### src/rtl/data_mem_ctrl_if.sv
// ============================================================================
// Module   : data_mem_ctrl_if
// Brief    : Pipeline-side and RAM-side bus bundle for data_mem_ctrl.
//            Err exists only when DATA_MEM_CTRL_ALIGN_CHECK_EN is defined.
// Revision : 1.0 - initial release
// ============================================================================
`default_nettype none

interface data_mem_ctrl_if #(
    parameter int N = 6,
    parameter int W = 32
);
    logic           Req;
    logic           We;
    logic [1:0]     Size;
    logic           Uns;
    logic [N+1:0]   Addr;
    logic [W-1:0]   WData;
    logic [W-1:0]   RData;
    logic           Stall;
    logic           Done;
`ifdef DATA_MEM_CTRL_ALIGN_CHECK_EN
    logic           Err;
`endif
    logic [N-1:0]   RamAd;
    logic [W-1:0]   RamDin;
    logic           RamEn;
    logic [W-1:0]   RamDout;

    modport slave (
        input  Req, We, Size, Uns, Addr, WData, RamDout,
        output RData, Stall, Done, RamAd, RamDin, RamEn
`ifdef DATA_MEM_CTRL_ALIGN_CHECK_EN
        , output Err
`endif
    );

    modport master (
        output Req, We, Size, Uns, Addr, WData, RamDout,
        input  RData, Stall, Done, RamAd, RamDin, RamEn
`ifdef DATA_MEM_CTRL_ALIGN_CHECK_EN
        , input Err
`endif
    );
endinterface

`default_nettype wire

### src/rtl/data_mem_ctrl.sv
// ============================================================================
// Module   : data_mem_ctrl
// Brief    : Byte/half/word load-store controller over a word-wide async RAM,
//            sub-word stores done as read-modify-write.
//            Optional macro: DATA_MEM_CTRL_ALIGN_CHECK_EN (misalignment check).
// Revision : 1.0 - initial release
// ============================================================================
`default_nettype none

module data_mem_ctrl #(
    parameter int N = 6,
    parameter int W = 32
) (
    input  wire logic        Clk,
    input  wire logic        Reset,
    data_mem_ctrl_if.slave   bus
);

    typedef enum logic [1:0] {
        IDLE  = 2'd0,
        READ  = 2'd1,
        WRITE = 2'd2,
        DONE  = 2'd3
    } state_t;

    state_t         r_state;
    state_t         w_next;

    logic           r_we;
    logic [1:0]     r_size;
    logic           r_uns;
    logic [N+1:0]   r_addr;
    logic [W-1:0]   r_wdata;
    logic [W-1:0]   r_rbuf;
    logic [W-1:0]   r_rdata;

    logic           w_accept;
    logic           w_misalign;
    logic [1:0]     w_off;
    logic [1:0]     w_half_lane;
    logic [7:0]     w_byte;
    logic [15:0]    w_half;
    logic [W-1:0]   w_load;
    logic [W-1:0]   w_merge;

    assign w_accept = (r_state == IDLE) && bus.Req;
    assign w_off    = r_addr[1:0];

`ifdef DATA_MEM_CTRL_ALIGN_CHECK_EN
    logic           r_err;

    assign w_misalign = (bus.Size[1] && (bus.Addr[1:0] != 2'b00)) ||
                        ((bus.Size == 2'b01) && (bus.Addr[1:0] == 2'b11));
    assign bus.Err    = (r_state == DONE) && r_err && !Reset;

    always_ff @(posedge Clk) begin
        if (Reset) begin
            r_err <= 1'b0;
        end else if (w_accept) begin
            r_err <= w_misalign;
        end
    end
`else
    assign w_misalign = 1'b0;
`endif

    // Half lanes: offset 0 -> bytes 1:0, 1 -> bytes 2:1, 2/3 -> bytes 3:2
    always_comb begin
        w_half_lane = 2'd2;
        if (w_off == 2'd0) begin
            w_half_lane = 2'd0;
        end else if (w_off == 2'd1) begin
            w_half_lane = 2'd1;
        end
    end

    assign w_byte = bus.RamDout[{w_off, 3'b000} +: 8];
    assign w_half = bus.RamDout[{w_half_lane, 3'b000} +: 16];

    always_comb begin
        w_load = bus.RamDout;
        case (r_size)
            2'b00:   w_load = r_uns ? {{(W-8){1'b0}}, w_byte}
                                    : {{(W-8){w_byte[7]}}, w_byte};
            2'b01:   w_load = r_uns ? {{(W-16){1'b0}}, w_half}
                                    : {{(W-16){w_half[15]}}, w_half};
            default: w_load = bus.RamDout;
        endcase
    end

    always_comb begin
        w_merge = r_rbuf;
        if (r_size == 2'b00) begin
            w_merge[{w_off, 3'b000} +: 8] = r_wdata[7:0];
        end else begin
            w_merge[{w_half_lane, 3'b000} +: 16] = r_wdata[15:0];
        end
    end

    always_ff @(posedge Clk) begin
        if (Reset) begin
            r_state <= IDLE;
        end else begin
            r_state <= w_next;
        end
    end

    always_comb begin
        w_next = r_state;
        case (r_state)
            IDLE: begin
                if (bus.Req) begin
                    if (w_misalign) begin
                        w_next = DONE;
                    end else if (bus.We && bus.Size[1]) begin
                        w_next = WRITE;
                    end else begin
                        w_next = READ;
                    end
                end
            end
            READ:    w_next = r_we ? WRITE : DONE;
            WRITE:   w_next = DONE;
            DONE:    w_next = IDLE;
            default: w_next = IDLE;
        endcase
    end

    always_ff @(posedge Clk) begin
        if (Reset) begin
            r_we    <= 1'b0;
            r_size  <= 2'b00;
            r_uns   <= 1'b0;
            r_addr  <= '0;
            r_wdata <= '0;
            r_rbuf  <= '0;
            r_rdata <= '0;
        end else begin
            if (w_accept) begin
                r_we    <= bus.We;
                r_size  <= bus.Size;
                r_uns   <= bus.Uns;
                r_addr  <= bus.Addr;
                r_wdata <= bus.WData;
            end
            // Leaving READ: loads go to DONE, so RData updates only for loads
            if (r_state == READ) begin
                r_rbuf <= bus.RamDout;
                if (!r_we) begin
                    r_rdata <= w_load;
                end
            end
        end
    end

    assign bus.RamAd  = r_addr[N+1:2];
    assign bus.RamDin = r_size[1] ? r_wdata : w_merge;
    assign bus.RamEn  = (r_state == WRITE) && !Reset;
    assign bus.RData  = r_rdata;
    assign bus.Done   = (r_state == DONE) && !Reset;
    assign bus.Stall  = ((r_state == IDLE) && bus.Req) ||
                        (r_state == READ) || (r_state == WRITE);

endmodule

`default_nettype wire
### src/flat_wrapper.sv
// flat-port wrapper written by rule: the top's interface ports become plain ports
module data_mem_ctrl_flat 
#(
    parameter int N = 6,
    parameter int W = 32
)
  (Clk, Reset, bus_Req, bus_We, bus_Size, bus_Uns, bus_Addr, bus_WData, bus_RamDout, bus_RData, bus_Stall, bus_Done, bus_RamAd, bus_RamDin, bus_RamEn);
  data_mem_ctrl_if #(.N(N), .W(W)) bus_i ();
  input  wire logic Clk;
  input  wire logic Reset;
  input wire logic [$bits(bus_i.Req)-1:0] bus_Req;
  input wire logic [$bits(bus_i.We)-1:0] bus_We;
  input wire logic [$bits(bus_i.Size)-1:0] bus_Size;
  input wire logic [$bits(bus_i.Uns)-1:0] bus_Uns;
  input wire logic [$bits(bus_i.Addr)-1:0] bus_Addr;
  input wire logic [$bits(bus_i.WData)-1:0] bus_WData;
  input wire logic [$bits(bus_i.RamDout)-1:0] bus_RamDout;
  output wire logic [$bits(bus_i.RData)-1:0] bus_RData;
  output wire logic [$bits(bus_i.Stall)-1:0] bus_Stall;
  output wire logic [$bits(bus_i.Done)-1:0] bus_Done;
  output wire logic [$bits(bus_i.RamAd)-1:0] bus_RamAd;
  output wire logic [$bits(bus_i.RamDin)-1:0] bus_RamDin;
  output wire logic [$bits(bus_i.RamEn)-1:0] bus_RamEn;
  assign bus_i.Req = bus_Req;
  assign bus_i.We = bus_We;
  assign bus_i.Size = bus_Size;
  assign bus_i.Uns = bus_Uns;
  assign bus_i.Addr = bus_Addr;
  assign bus_i.WData = bus_WData;
  assign bus_i.RamDout = bus_RamDout;
  assign bus_RData = bus_i.RData;
  assign bus_Stall = bus_i.Stall;
  assign bus_Done = bus_i.Done;
  assign bus_RamAd = bus_i.RamAd;
  assign bus_RamDin = bus_i.RamDin;
  assign bus_RamEn = bus_i.RamEn;
  data_mem_ctrl #(.N(N), .W(W)) u_core (.Clk(Clk), .Reset(Reset), .bus(bus_i));
endmodule
### config.mk
export PLATFORM = sky130hd
export DESIGN_NAME = data_mem_ctrl_flat
export DESIGN_NICKNAME = d
export VERILOG_FILES = /design/src/rtl/data_mem_ctrl_if.sv /design/src/rtl/data_mem_ctrl.sv /design/src/flat_wrapper.sv
export SDC_FILE = /design/constraint.sdc
export NUM_CORES = 1
export LEC_CHECK = 0
export CAP_MARGIN = 0
export CORE_UTILIZATION = 50
export DETAILED_ROUTE_END_ITERATION = 6
export PLACE_DENSITY_LB_ADDON = 0.2
export SYNTH_ARGS = -nofsm -noshare
export SYNTH_HDL_FRONTEND = slang
export SYNTH_SLANG_ARGS = --single-unit
### constraint.sdc
create_clock -name Clk -period 3.7 [get_ports Clk]
set_input_delay 0.74 -clock Clk [delete_from_list [all_inputs] [get_ports Clk]]
set_output_delay 0.74 -clock Clk [all_outputs]
set_load 0.01 [all_outputs]
==> key figures, run 1 <==
Worst hold path
  – Min-Delay Path Class: reg2reg
  – Min-delay src: u_core.bus.RData[8]
  – Cell count of the worst hold path: 2
  – Hold endpoint: u_core.bus.RData[8]

Yosys
  – Mapped Cells: 794
  – Yosys top cell area share: 34.98%
  – Cell taking the most area after synthesis: dfxtp_1
  – Synth cell count leaders: 137 x nand2_1, 118 x a21oi_1, 110 x dfxtp_1
  – Post-Syn Nets: 884
  – Ys async rst share: 0%
  – Most common cell in the netlist: nand2_1
  – #FFs+latches synth: between 100 and 150
  – Post-Syn Area: between 6000 and 7000 um2
  – Syn avg cell area: just under 8 um2
  – Ys flop type: dfxtp_1
  – Sequential area share after synthesis: between 30% and 40%
  – Synth warn: 0
  – Ranking of synthesized cells by area: dfxtp_1 35%, a21oi_1 9.4%, nand2_1 8.2%
  – Post-synth cell types: 53
  – Number of synthesized flops with an enable pin: 0

Placement
  – Port bufs: ~150
  – Place WS: between 0.2 and 0.3 ns
  – Placer Congestion: about 0.94
  – DP Wirelength: around 16 mm

GRT
  – Initial antenna violation count: 1
  – Met2 Usage GRT: between 50 and 60%
  – First-pass GRT wire length: between 30 and 40 mm
  – Vias in the first global route: roughly 6200
  – Largest net degree at the start of global routing: 65
  – Grt peak-use layer: met2
  – Global Route met1 Usage: a little under half
  – Total track usage: ~34%
  – Gr ovfl total: 0
  – Met3 usage: around 4.7%

STA
  – Fin Setup TNS: 0 ns
  – Setup WS post-layout: about 0.12 ns
  – Final Max Tran Viols: 0
  – Slew headroom: roughly half
  – Setup violators final: 0
  – RSZ-0062 raised after global routing: false
  – Part of the cycle the worst path needs: between 90% and 100%
  – Fin Clk Skew: between 0.01 and 0.015 ns
  – Pin slew with the least headroom to its limit: 0.7279 ns
  – Period minus WS final: ~3.6 ns
  – Final hold violation count: 0
  – Fmax: roughly 280 MHz

Power
  – Leakage power: approximately 2.9 nW
  – Comb pwr share: between 40% and 50%
  – Cell-internal power: just under 0.003 W
  – NetSw: roughly 0.0019 W
  – Clock power share: 20.3%
  – Pwr per Cell Area: roughly 580 nW/um2
  – Sequential share of power: a little over a third
  – Sw frac: 39.34%
  – Worst VDD drop: ~0.42 mV

Worst setup path
  – Crit path capture type: primary output
  – Worst R2R Setup Slack: 1.07 ns
  – CP Launch Type: register
  – R2R Path End: u_core.bus.RData[31]
  – Critical path class: reg2out
  – R2r worst-path depth: 6
  – Largest fanout on the critical path: 18
  – R2r startpoint: u_core.r_state[1]
  – Critical path arrival: approximately 2.8 ns
  – Worst EP required: a little under 3 ns

CTS
  – # H-tree levels: 3
  – Clock Sink Count: between 100 and 150
  – # hold bufs at CTS: 0
  – CTS tree: done
  – Max Buffers Root-to-Sink: 2
  – Clock slew at reported path FFs: 0.08 ns
  – CTS root buf: clkbuf_16
  – Clock Latency Late Sink: 0.37 ns
  – Num CTS Buffers: 9

Layout
  – Fillers: between 1000 and 1500
  – Fraction of layout cells with a size suffix above 1: under 10%
  – Fin util: 67.45%
  – Nets: 992
  – ANT cells: 0
  – Synth-to-layout area growth: 30.31%

Routing
  – Via-to-Cell Ratio: about 6
  – Vias: ~6600
  – Post-route DRC: 0
  – WL per Instance: approximately 21 um
  – Remaining antenna violation count: 0
  – DRT Wirelength: 22.27 mm
  – First-pass detailed-route iteration total: 5
  – DRT iter0 DRCs: a little under 900

Floorplan
  – Initial Utilization: between 50% and 60%
  – Die Y: 114.2 um
  – Core Rows: 40
  – Io pins: 152
  – Die W: 114.2 um
  – Die area: roughly 13000 um2
  – Core Area: ~12000 um2

Run status
  – Outcome: completed

Flow run
  – MaxCap Viol Count: 0
-- final cells by class --
type | count | area (um2) | share of cell area [%]
clock buffer | 9 | 225.2 | 2.746
clock inverter | 7 | 67.56 | 0.8237
inverter | 13 | 52.55 | 0.6406
multi-input combinational | 593 | 3731 | 45.49
sequential | 110 | 2207 | 26.91
tap | 168 | 210.2 | 2.563
timing repair buffer | 175 | 1709 | 20.84
-- power by group through the flow --
stage	Combinational (W)	Sequential, W	Clock [W]
2_1_floorplan	0.00128	0.00160	0
3_3_place_gp	0.00203	0.00166	0
3_5_place_dp	0.00208	0.00167	0
4_1_cts	0.00210	0.00165	0.000972
5_1_grt	0.00231	0.00167	0.00102
6_report	0.00213	0.00166	0.000968
-- cell usage in the layout (no fill, tap or decap), drive strengths merged, types with 3 or more instances in the layout --
cell type      instances
o221ai                 3
dfxtp                110
o21ai                 26
a31oi                 10
nor2b                 19
nand2b                 5
a211oi                24
or2                    4
a21oi                118
mux4                   9
a221o                 15
a22oi                  8
ha                    11
nor3                  20
a221oi                 7
clkinvlp               3
clkbuf                 9
a22o                  15
nor3b                  4
a211o                  4
a32oi                  5
mux2i                 51
inv                   13
nor4                   3
clkdlybuf4s50        150
and3                   8
nor2                  67
buf                   25
nand2                137
clkinv                 4
nand3                  3
-- flip-flops by register name, indices dropped and copies added (netlist names) --
name	cells
u_core.r_size	2
u_core.r_wdata	32
u_core.r_we	1
u_core.r_addr	8
u_core.r_state	2
u_core.bus.RData	32
u_core.r_uns	1
u_core.r_rbuf	32
-- how the worst max path moves through the flow --
stage | startpoint | endpoint | slack [ns] | cells past startpoint
detailed placement | u_core.r_addr[0] | bus_RamDin[18] | 0.25 | 7
CTS | u_core.r_addr[1] | bus_RamDin[11] | 0.08 | 8
global placement | u_core.r_addr[0] | bus_RamDin[19] | 0.38 | 7
global route | u_core.r_addr[1] | bus_RamDin[1] | 0.02 | 9
floorplan | u_core.r_addr[1] | bus_RamDin[29] | 0.55 | 11
finish | u_core.r_addr[0] | bus_RamDin[25] | 0.12 | 10
-- what timing repair did --
| item | in CTS | in global routing |
|---|---|---|
| gates resized for setup | 2 | 10 |
| endpoints found under the setup margin | 9 | 25 |
| buffers inserted | 0 | 0 |
| gates cloned | 0 | 0 |
-- metal layers --
| metal | up-vias | wire length (um) |
|---|---|---|
| li1 | 3044 | - |
| met1 | 3152 | 9724 |
| met2 | 389 | 10130 |
| met3 | 59 | 1716 |
| met4 | 2 | 689 |
| met5 | - | 13 |
-- critical path: stages (launching register included) --
cell and delay (ns):
dfxtp_4 0.41, inv_1 0.10, ha_1 0.22, buf_4 0.20
buf_4 0.21, nor2_2 0.23, and3_1 0.22, a21oi_1 0.05
a21oi_1 0.14, a22o_1 0.15, clkdlybuf4s50_1 0.53
-- cell families (layout without fill, tap and decap cells) --
kind of cell               Yosys count  after routing  share of synthesized area [%]
AOI/OAI and AO/OA                  245            245                          25.86
adders and majority gates           11             11                          2.186
buffers and inverters               91            204                          6.102
DFF                                110            110                          34.98
muxes                               61             61                          11.51
and+or+nand+nor                    276            276                          19.36
-- per-stage QoR --
stage                     hold WS (ns)  cells  power, W  instance area, um2
after floorplan                 0.4363    794  0.002882                6295
after global placement          0.4382   1059  0.003690                7865
after detailed placement        0.4502   1059  0.003755                7865
after CTS                       0.4621   1075  0.004719                8168
after global routing            0.4807   1075  0.004997                8203
final                           0.4618   1075  0.004757                8203
No activity file was read; power rests on OpenSTA's default activity.
==> inputs of run 2 (changes only) <==
CTS_BUF_LIST = sky130_fd_sc_hd__clkbuf_16   (was unset)
CTS_CLUSTER_DIAMETER = 60   (was unset)
==> results of run 2 <==
Same layout as run 1: the final DEF is identical, and so are final timing and power.
